File: config.mk
export PLATFORM = sky130hd
export DESIGN_NAME = de2115_return_tx_flat
export DESIGN_NICKNAME = d
export VERILOG_FILES = /design/src/rtl/psx_link_pkg.sv /design/src/rtl/de2115_return_tx_if.sv /design/src/rtl/sync_2ff.sv /design/src/rtl/de2115_return_tx.sv /design/src/flat_wrapper.sv
export SDC_FILE = /design/constraint.sdc
export NUM_CORES = 1
export LEC_CHECK = 0
export CAP_MARGIN = 20
export CORE_MARGIN = 2
export CORE_UTILIZATION = 30
export CTS_CLUSTER_SIZE = 10
export DETAILED_ROUTE_END_ITERATION = 10
export SYNTH_ARGS = -nofsm -noshare
export SYNTH_HDL_FRONTEND = slang
export SYNTH_SLANG_ARGS = --single-unit
File: constraint.sdc
create_clock -name clk -period 2.4 [get_ports clk]
set_clock_uncertainty 0.2 [all_clocks]
set_input_delay 0.24 -clock clk [delete_from_list [all_inputs] [get_ports clk]]
set_output_delay 0.24 -clock clk [all_outputs]
set_load 0.1 [all_outputs]
File: src/rtl/psx_link_pkg.sv
// psx_link_pkg: constants and FSM state type for the DE2-115 -> VC707 return link.
// Shared with the VC707-side receiver, so the defaults here define the wire format:
//   CHAN_W : link channel width per beat
//   WORD_W : payload word width
//   BEATS  : beats per word, ceil(WORD_W / CHAN_W)
package psx_link_pkg;

  localparam int unsigned CHAN_W = 6;
  localparam int unsigned WORD_W = 32;
  localparam int unsigned BEATS  = (WORD_W + CHAN_W - 1) / CHAN_W;

  typedef enum logic [2:0] {
    StIdle,
    StLow,
    StHigh,
    StAckHi,
    StAckLo
  } link_state_e;

endpackage

File: src/rtl/de2115_return_tx_if.sv
// de2115_return_tx_if: the return-link wires between transmitter and receiver.
//   com_channel : current beat (tx -> rx)
//   com_clk     : beat strobe, rx samples com_channel on its rising edge (tx -> rx)
//   com_req     : high for the whole beat sequence of one word (tx -> rx)
//   com_ack     : word-taken acknowledge, asynchronous to the tx clock (rx -> tx)
// Modports: master = transmitter side, slave = receiver side.
interface de2115_return_tx_if #(
  parameter int unsigned CHAN_W = psx_link_pkg::CHAN_W
);

  logic [CHAN_W-1:0] com_channel;
  logic              com_clk;
  logic              com_req;
  logic              com_ack;

  modport master (
    output com_channel,
    output com_clk,
    output com_req,
    input  com_ack
  );

  modport slave (
    input  com_channel,
    input  com_clk,
    input  com_req,
    output com_ack
  );

endinterface

File: src/rtl/sync_2ff.sv
// sync_2ff: 1-bit two-flop synchronizer with asynchronous active-low clear.
//   clk   : destination clock
//   rst_n : asynchronous active-low reset, clears both flops
//   d     : asynchronous input
//   q     : synchronized output
module sync_2ff (
  input  logic clk,
  input  logic rst_n,
  input  logic d,
  output logic q
);

  logic meta_q;
  logic sync_q;

  always_ff @(posedge clk or negedge rst_n) begin
    if (!rst_n) begin
      meta_q <= 1'b0;
      sync_q <= 1'b0;
    end else begin
      meta_q <= d;
      sync_q <= meta_q;
    end
  end

  assign q = sync_q;

endmodule

File: src/rtl/de2115_return_tx.sv
// de2115_return_tx: serialises one WORD_W word into ceil(WORD_W/CHAN_W) beats on the
// return link, LSB chunk first, each beat shown for CLK_DIV cycles with com_clk low and
// then CLK_DIV cycles with com_clk high. After the last beat com_req drops and the word is
// closed by a four-phase com_ack handshake (ack high, then ack low).
// Ports:
//   clk, rst_n     : clock, asynchronous active-low reset
//   data_in        : word to send, sampled only when data_rdy is accepted
//   data_rdy       : one-cycle send request, ignored unless rdy_for_data is high
//   rdy_for_data   : high while idle
//   link (master)  : com_channel, com_clk, com_req out; com_ack in
// Build option: RETURN_TX_PARITY_EN puts even parity of data_in into pad bit WORD_W.
module de2115_return_tx
  import psx_link_pkg::*;
#(
  parameter int unsigned CLK_DIV = 4,
  parameter int unsigned WORD_W  = psx_link_pkg::WORD_W,
  parameter int unsigned CHAN_W  = psx_link_pkg::CHAN_W
) (
  input  logic               clk,
  input  logic               rst_n,
  input  logic [WORD_W-1:0]  data_in,
  input  logic               data_rdy,
  output logic               rdy_for_data,
  de2115_return_tx_if.master link
);

  localparam int unsigned Beats = (WORD_W + CHAN_W - 1) / CHAN_W;
  localparam int unsigned PadW  = Beats * CHAN_W;
  localparam int unsigned DivW  = 8;
  localparam int unsigned BeatW = (Beats > 1) ? $clog2(Beats) : 1;
  localparam logic [DivW-1:0]  DivLast  = DivW'(CLK_DIV - 1);
  localparam logic [BeatW-1:0] BeatLast = BeatW'(Beats - 1);

`ifdef RETURN_TX_PARITY_EN
  // The parity bit lives in the pad of the last beat, so there must be a pad.
  if (PadW <= WORD_W) begin : g_parity_no_pad
    $error("RETURN_TX_PARITY_EN needs Beats*CHAN_W > WORD_W");
  end
`endif

  function automatic logic [PadW-1:0] pad_word(input logic [WORD_W-1:0] w);
    logic [PadW-1:0] p;
    p = '0;
    p[WORD_W-1:0] = w;
`ifdef RETURN_TX_PARITY_EN
    p[WORD_W] = ^w;
`endif
    return p;
  endfunction

  link_state_e       state_q;
  logic [DivW-1:0]   div_q;
  logic [BeatW-1:0]  beat_q;
  logic [PadW-1:0]   word_q;   // beats not yet presented, next one in the low bits
  logic [CHAN_W-1:0] chan_q;
  logic              clk_q;
  logic              req_q;
  logic              rdy_q;
  logic              ack_sync;
  logic [PadW-1:0]   padded;

  assign padded = pad_word(data_in);

  sync_2ff u_ack_sync (
    .clk   (clk),
    .rst_n (rst_n),
    .d     (link.com_ack),
    .q     (ack_sync)
  );

  // All outputs are registered and updated only at phase boundaries. The channel moves
  // together with the falling strobe, so it is always stable across a rising strobe.
  always_ff @(posedge clk or negedge rst_n) begin
    if (!rst_n) begin
      state_q <= StIdle;
      div_q   <= '0;
      beat_q  <= '0;
      word_q  <= '0;
      chan_q  <= '0;
      clk_q   <= 1'b0;
      req_q   <= 1'b0;
      rdy_q   <= 1'b1;
    end else begin
      case (state_q)
        StIdle: begin
          if (data_rdy) begin
            chan_q  <= padded[CHAN_W-1:0];
            word_q  <= padded >> CHAN_W;
            beat_q  <= '0;
            div_q   <= '0;
            req_q   <= 1'b1;
            rdy_q   <= 1'b0;
            state_q <= StLow;
          end
        end
        StLow: begin
          if (div_q == DivLast) begin
            div_q   <= '0;
            clk_q   <= 1'b1;
            state_q <= StHigh;
          end else begin
            div_q <= div_q + 1'b1;
          end
        end
        StHigh: begin
          if (div_q == DivLast) begin
            div_q <= '0;
            clk_q <= 1'b0;
            if (beat_q == BeatLast) begin
              beat_q  <= '0;
              req_q   <= 1'b0;
              state_q <= StAckHi;
            end else begin
              beat_q  <= beat_q + 1'b1;
              chan_q  <= word_q[CHAN_W-1:0];
              word_q  <= word_q >> CHAN_W;
              state_q <= StLow;
            end
          end else begin
            div_q <= div_q + 1'b1;
          end
        end
        StAckHi: begin
          if (ack_sync) begin
            state_q <= StAckLo;
          end
        end
        StAckLo: begin
          if (!ack_sync) begin
            rdy_q   <= 1'b1;
            state_q <= StIdle;
          end
        end
        default: begin
          state_q <= StIdle;
        end
      endcase
    end
  end

  assign rdy_for_data     = rdy_q;
  assign link.com_channel = chan_q;
  assign link.com_clk     = clk_q;
  assign link.com_req     = req_q;

endmodule
File: src/flat_wrapper.sv
// flat-port wrapper written by rule: the top's interface ports become plain ports
module de2115_return_tx_flat import psx_link_pkg::*;
#(
  parameter int unsigned CLK_DIV = 4,
  parameter int unsigned WORD_W  = psx_link_pkg::WORD_W,
  parameter int unsigned CHAN_W  = psx_link_pkg::CHAN_W
)
  (clk, rst_n, data_in, data_rdy, rdy_for_data, link_com_channel, link_com_clk, link_com_req, link_com_ack);
  de2115_return_tx_if #(.CHAN_W(CHAN_W)) link_i ();
  input  logic clk;
  input  logic rst_n;
  input  logic [WORD_W-1:0] data_in;
  input  logic data_rdy;
  output logic rdy_for_data;
  output wire logic [$bits(link_i.com_channel)-1:0] link_com_channel;
  output wire logic [$bits(link_i.com_clk)-1:0] link_com_clk;
  output wire logic [$bits(link_i.com_req)-1:0] link_com_req;
  input wire logic [$bits(link_i.com_ack)-1:0] link_com_ack;
  assign link_com_channel = link_i.com_channel;
  assign link_com_clk = link_i.com_clk;
  assign link_com_req = link_i.com_req;
  assign link_i.com_ack = link_com_ack;
  de2115_return_tx #(.CLK_DIV(CLK_DIV), .WORD_W(WORD_W), .CHAN_W(CHAN_W)) u_core (.clk(clk), .rst_n(rst_n), .data_in(data_in), .data_rdy(data_rdy), .rdy_for_data(rdy_for_data), .link(link_i));
endmodule
==> results of run 1 <==
==> worst max path at each step <==
stage | startpoint | end | slack, ps | depth (start not counted)
after global routing | u_core.div_q[0] | u_core.word_q[7] | -40 | 6
after floorplan | u_core.div_q[0] | u_core.link.com_channel[0] | -20 | 7
after detailed placement | u_core.div_q[0] | u_core.link.com_channel[4] | 20 | 6
final | u_core.div_q[1] | u_core.word_q[7] | 50 | 6
after CTS | u_core.div_q[0] | u_core.link.com_channel[4] | 20 | 6
after global placement | u_core.div_q[0] | u_core.word_q[11] | 60 | 6
==> state kept, by name (all words and copies together), names as in the netlist <==
signal and cells:
u_core.u_ack_sync.q 1, u_core.link.com_req 1, u_core.u_ack_sync.meta_q 1, u_core.beat_q 3
u_core.div_q 8, u_core.word_q 26, u_core.state_q 3, u_core.link.com_clk 1
u_core.rdy_for_data 1, u_core.link.com_channel 6
==> stage by stage <==
| step | TNS (ps) | power [mW] | utilization (%) |
|---|---|---|---|
| 6_report | 0 | 4.07 | 40.4 |
| 5_1_grt | -670 | 4.36 | 40.4 |
| 4_1_cts | 0 | 4.05 | 39.9 |
| 3_5_place_dp | 0 | 3.56 | 38.8 |
| 3_3_place_gp | 0 | 3.52 | 38.8 |
| 2_1_floorplan | -419 | 2.98 | - |
==> routing by layer <==
layer	global-route usage (%)	vias up	wire, um
met2	19.6	40	2540
li1	-	887	-
met4	3.21	0	51
met1	16.3	907	2470
met5	0	-	0
met3	3.37	6	246
==> synth_stat cells (2+ instances only) <==
cell type	number
buf_6	2
or3_1	2
inv_1	5
and3_2	2
dfrtp_1	50
clkbuf_1	7
nor3_1	2
nand2_1	11
nor3b_1	2
a31oi_1	2
nor2b_1	4
a21o_1	2
mux2_2	52
buf_2	3
o31ai_1	2
nand3_1	10
a21oi_1	6
mux2i_1	2
o21ai_0	9
a22o_1	6
nor2_1	5
==> power by group through the flow <==
stage	sequential (mW)	combinational, mW	clock, mW
after CTS	1.46	2.09	0.504
after global placement	1.46	2.05	0
final	1.45	2.13	0.484
after detailed placement	1.47	2.08	0
after floorplan	1.86	1.11	0
after global routing	1.50	2.31	0.551
==> cell families (layout without fill, tap and decap cells) <==
group,after synthesis,count (layout)
muxes,54,54
DFF,51,51
and+or+nand+nor,46,46
AOI/OAI and AO/OA,39,39
buffers and inverters,17,79
adders and majority gates,1,1
xor gates and xnor gates,1,1
==> final cells by class <==
class,instances,area [um2]
Clock buffer,7,76.3
Clock inverter,1,7.51
Fill cell,768,4900
Inverter,5,18.8
Multi-Input combinational cell,141,1200
Sequential cell,51,1280
Tap cell,105,131
Timing Repair Buffer,66,611
==> repair_timing <==
item,4_1_cts,5_1_grt
hold buffers,1,0
pin swaps,0,1
gates cloned,0,1
gates resized for setup,1,2
setup buffers,0,1
endpoints found under the setup margin,3,31
endpoints found under the hold margin,14,0
==> results_dict.tcl, run 1 <==
set metrics [dict create \
    diodes 0 \
    synth_top_area_share_pct 49.3 \
    cts.clk_slew.worst_paths_ps 90 \
    p_leak_nw 1.36 \
    seqPwrFrac_pct 35.7 \
    synth_top_family_by_area "multiplexers" \
    worst-setup-path-type "flop to flop" \
    whs_path_depth 0 \
    die_y_um 95.9 \
    rrSetupSlack_ps 50 \
    hold_violations 0 \
    drt_iter0_markers 70 \
    fin_crit_ps 2350 \
    synthCells 209 \
    rows 33 \
    syn_area_mm2 0.00254 \
    synthAdderAreaFrac_pct 0.493 \
    pwr-share-clk_pct 11.9 \
    swShare_pct 41.1 \
    ys_top_cells_by_area "dfrtp_1 49%, mux2_2 23%, a22o_1 2.1%" \
    power_density_mw_per_mm2 1230 \
    cts_tree "yes" \
    combPwrFrac_pct 52.4 \
    synth_compound_area_share_pct 11.5 \
    max_cap_viol_count 0 \
    final_common_cell "mux2_2" \
    worst_path_max_delay_cell "or4b_4" \
    synth_edf_count 0 \
    vias 1840 \
    place_area_mm2 0.00319 \
    worstSetupEndpointType "flop" \
    reg2regPathDepth 6 \
    first_pass_iters 4 \
    synth.avg_cell_area_um2 12.1 \
    drc 0 \
    io_pins 45 \
    grt_max_degree 27 \
    critPathArrivalTime_ps 2340 \
    path_max_fanout 13 \
    min_from "u_core.u_ack_sync.meta_q" \
    final_cell_mix "51 x mux2_2, 50 x dfrtp_1, 34 x clkdlybuf4s50_1" \
    post-synth-top-area-cell "dfrtp_1" \
    p_int_mw 2.40 \
    peakVddDrop_mv 0.718 \
    gr-total-overflow 0 \
    ant_nets 0 \
    htreeDepth 2 \
    core_area_mm2 0.00822 \
    synth_ff_type "dfrtp_1" \
    place_ws_ps 17.1 \
    seq_area_frac_synth_pct 50.4 \
    relSlewSlack_pct 61.2 \
    r2r_end "u_core.word_q[7]" \
    worst_pin_slew_ps 581 \
    min_to "u_core.u_ack_sync.q" \
    initial_core_util_pct 30.9 \
    hold_slack_ps 155 \
    synth-xor-area-share_pct 0.345 \
    layout_worst_path_cycle_share_pct 97.7 \
    grt_pass1_vias 1818 \
    maxSlewViolCount 0 \
    status "completed" \
    place.gp.congestion 0.794 \
    crit_required_ps 2390 \
    cts_buffer_depth 2 \
    clock.fmax_mhz 426 \
    cts.sinks 51 \
    postLayoutSetupSlackWorst_ps 54.2 \
    synth-async-reset-ratio_pct 100 \
    p_sw_mw 1.67 \
    antenna_found_initial 0 \
    synth_mux_area_share_pct 23.9 \
    track_usage_pct 12.2 \
    netlist-cell-type-count 44 \
    critical_path.cell_chain "ha_2 -> or4b_4 -> or2_4 -> a2bb2oi_4 -> clkbuf_16 -> mux2_2" \
    numCtsBuffers 5 \
    rsz0062_at_grt "yes" \
    area_growth_pct 30.9 \
    critical_path.max_stage_delay_ps 480 \
    worst-path-buf-inv 1 \
    port_buffers 44 \
    fin_nets 307 \
    post-route-cell-area_mm2 0.00332 \
    vias_per_cell 4.89 \
    stdcell_count 376 \
    critPathLaunchType "flop" \
    setup_violations 0 \
    ys_warn_count 0 \
    wirelength_mm 5.30 \
    path_delay_family "simple AND/OR/NAND/NOR gates" \
    dieArea_mm2 0.00921 \
    layout-drive-gt1-share_pct 36.9 \
    synth-simple-area-share_pct 10.2 \
    post_drt_wl_per_cell_um 14.1 \
    dp_hpwl_mm 3.93 \
    grt_pass1_wl_mm 8.71 \
    synth_nets 246 \
    dp.cells 365 \
    cts-root-buf "clkbuf_8" \
    r2r-start "u_core.div_q[1]" \
    hold_class "flop to flop" \
    synth_seq_cells 51 \
    clk_latency_ps 300 \
    dieWidth_um 95.9 \
]
(Power assumes the default switching activity.)
==> run 2: changes to the inputs <==
Settings changed: CELL_PAD_IN_SITES_DETAIL_PLACEMENT set to 1, CELL_PAD_IN_SITES_GLOBAL_PLACEMENT set to 1, PLACE_DENSITY_LB_ADDON set to 0.1.
==> results_dict.tcl, run 2 (synthesis gave the netlist of run 1 again) <==
set metrics [dict create \
    ant_nets 0 \
    p_total_mw 4.36 \
    htreeDepth 2 \
    area_growth_pct 34.3 \
    cts_buffer_depth 2 \
    largest_reg_flops 26 \
    cts-root-buf "clkbuf_8" \
    min_from "u_core.u_ack_sync.meta_q" \
    clk_latency_ps 310 \
    layout_worst_path_cycle_share_pct 99.9 \
    initial_core_util_pct 30.9 \
    rows 33 \
    hold_violations 0 \
    multi_input_area_mm2 0.00119 \
    gr-total-overflow 0 \
    final_common_cell "mux2_2" \
    min_to "u_core.u_ack_sync.q" \
    drt_iter0_markers 49 \
    track_usage_pct 14.7 \
    dieArea_mm2 0.00921 \
    port_buffers 44 \
    setup_violations 0 \
    final_cell_mix "52 x mux2_2, 50 x dfrtp_1, 34 x clkdlybuf4s50_1" \
    worstSetupEndpointType "flop" \
    vias_per_cell 4.94 \
    core_area_mm2 0.00822 \
    diodes 0 \
    path_max_fanout 6 \
    grt_pass1_wl_mm 10.1 \
    wirelength_mm 6.15 \
    critPathArrivalTime_ps 2410 \
    io_pins 45 \
    regMostFlops "u_core.word_q" \
    vias 1879 \
    rsz0062_at_grt "yes" \
    fillers 886 \
    worst-setup-path-type "flop to flop" \
    place.gp.congestion 0.786 \
    crit_start "u_core.div_q[0]" \
    power_density_mw_per_mm2 1280 \
    first_pass_iters 4 \
    clock.fmax_mhz 417 \
    p_leak_nw 1.41 \
    seqCellArea_mm2 0.00128 \
    drc 0 \
    whs_path_depth 0 \
    max_cap_viol_count 0 \
    worst_pin_slew_ps 515 \
    cts_tree "yes" \
    dieWidth_um 95.9 \
    status "completed" \
    reg2regPathDepth 6 \
    peakVddDrop_mv 0.584 \
    hold_slack_ps 159 \
    hold_class "flop to flop" \
    cts.clk_slew.worst_paths_ps 100 \
    critPathLaunchType "flop" \
    fin_nets 311 \
    r2r_end "u_core.link.com_channel[5]" \
    post_drt_wl_per_cell_um 16.2 \
    numCtsBuffers 5 \
    rrSetupSlack_ps 3 \
    relSlewSlack_pct 65.7 \
    cts.sinks 51 \
    crit_required_ps 2410 \
    maxSlewViolCount 0 \
    die_y_um 95.9 \
    r2r-start "u_core.div_q[0]" \
    antenna_found_initial 0 \
    layout-drive-gt1-share_pct 38.5 \
    dp_hpwl_mm 4.28 \
    fin_crit_ps 2400 \
    grt_pass1_vias 1972 \
    grt_max_degree 34 \
]
[run 2: worst max path at each step]
stage | endpoint | slack, ps | cells after the start
after detailed placement | u_core.word_q[11] | -10 | 6
after global routing | u_core.link.com_channel[5] | -70 | 6
after global placement | u_core.word_q[15] | 30 | 6
after floorplan | u_core.link.com_channel[0] | -20 | 7
after CTS | u_core.word_q[10] | 30 | 7
final | u_core.link.com_channel[5] | 3 | 6
[run 2: power by group]
group | internal [mW] | leakage [nW] | total (mW) | switching (mW)
sequential | 1.23 | 0.619 | 1.47 | 0.237
clock | 0.343 | 0.0618 | 0.650 | 0.307
combinational | 1.03 | 0.731 | 2.25 | 1.22
[run 2: area by class of cell]
type,instances,area share [%]
well taps,105,3.86
flip-flops and latches,51,37.5
inverters,5,0.551
clock inverters,2,1.14
clock buffers,6,2.42
repair buffers,70,19.5
multi-input cells,141,35.0
[run 2: critical path, cell delays in order (launching register included)]
cell       delay [ps]
dfrtp_1           390
ha_2              190
or4b_4            470
or2_4             260
a2bb2oi_4         170
bufbuf_16         290
mux2_2            330
[run 2: per-layer routing]
metal  part of all wire, %  vias up  GRT usage, %
li1                      -      899             -
met1                    47      948          19.8
met2                    49       27          24.0
met3                   3.0        5          3.52
met4                   1.1        0          3.81
met5                     0        -             0
[run 2: through the flow]
| stage | worst slack, ps | utilization [%] | instance area (um2) | std cells | TNS [ps] |
|---|---|---|---|---|---|
| floorplan | -21.5 | - | 2540 | 209 | -419 |
| global placement | 28.0 | 38.8 | 3180 | 363 | 0 |
| detailed placement | -13.8 | 38.8 | 3180 | 363 | -93.1 |
| CTS | 26.7 | 41.5 | 3410 | 378 | 0 |
| global route | -68.0 | 41.5 | 3410 | 380 | -751 |
| finish | 3.39 | 41.5 | 3410 | 380 | 0 |
[run 2: repair_timing]
action / 4_1_cts / 5_1_grt
setup endpoints to repair: 27 / 32
pin swaps: 3 / 3
hold endpoints to repair: 17 / 0
hold buffers: 1 / 0
resized for setup: 3 / 1
gates cloned: 2 / 0
buffers inserted: 4 / 3
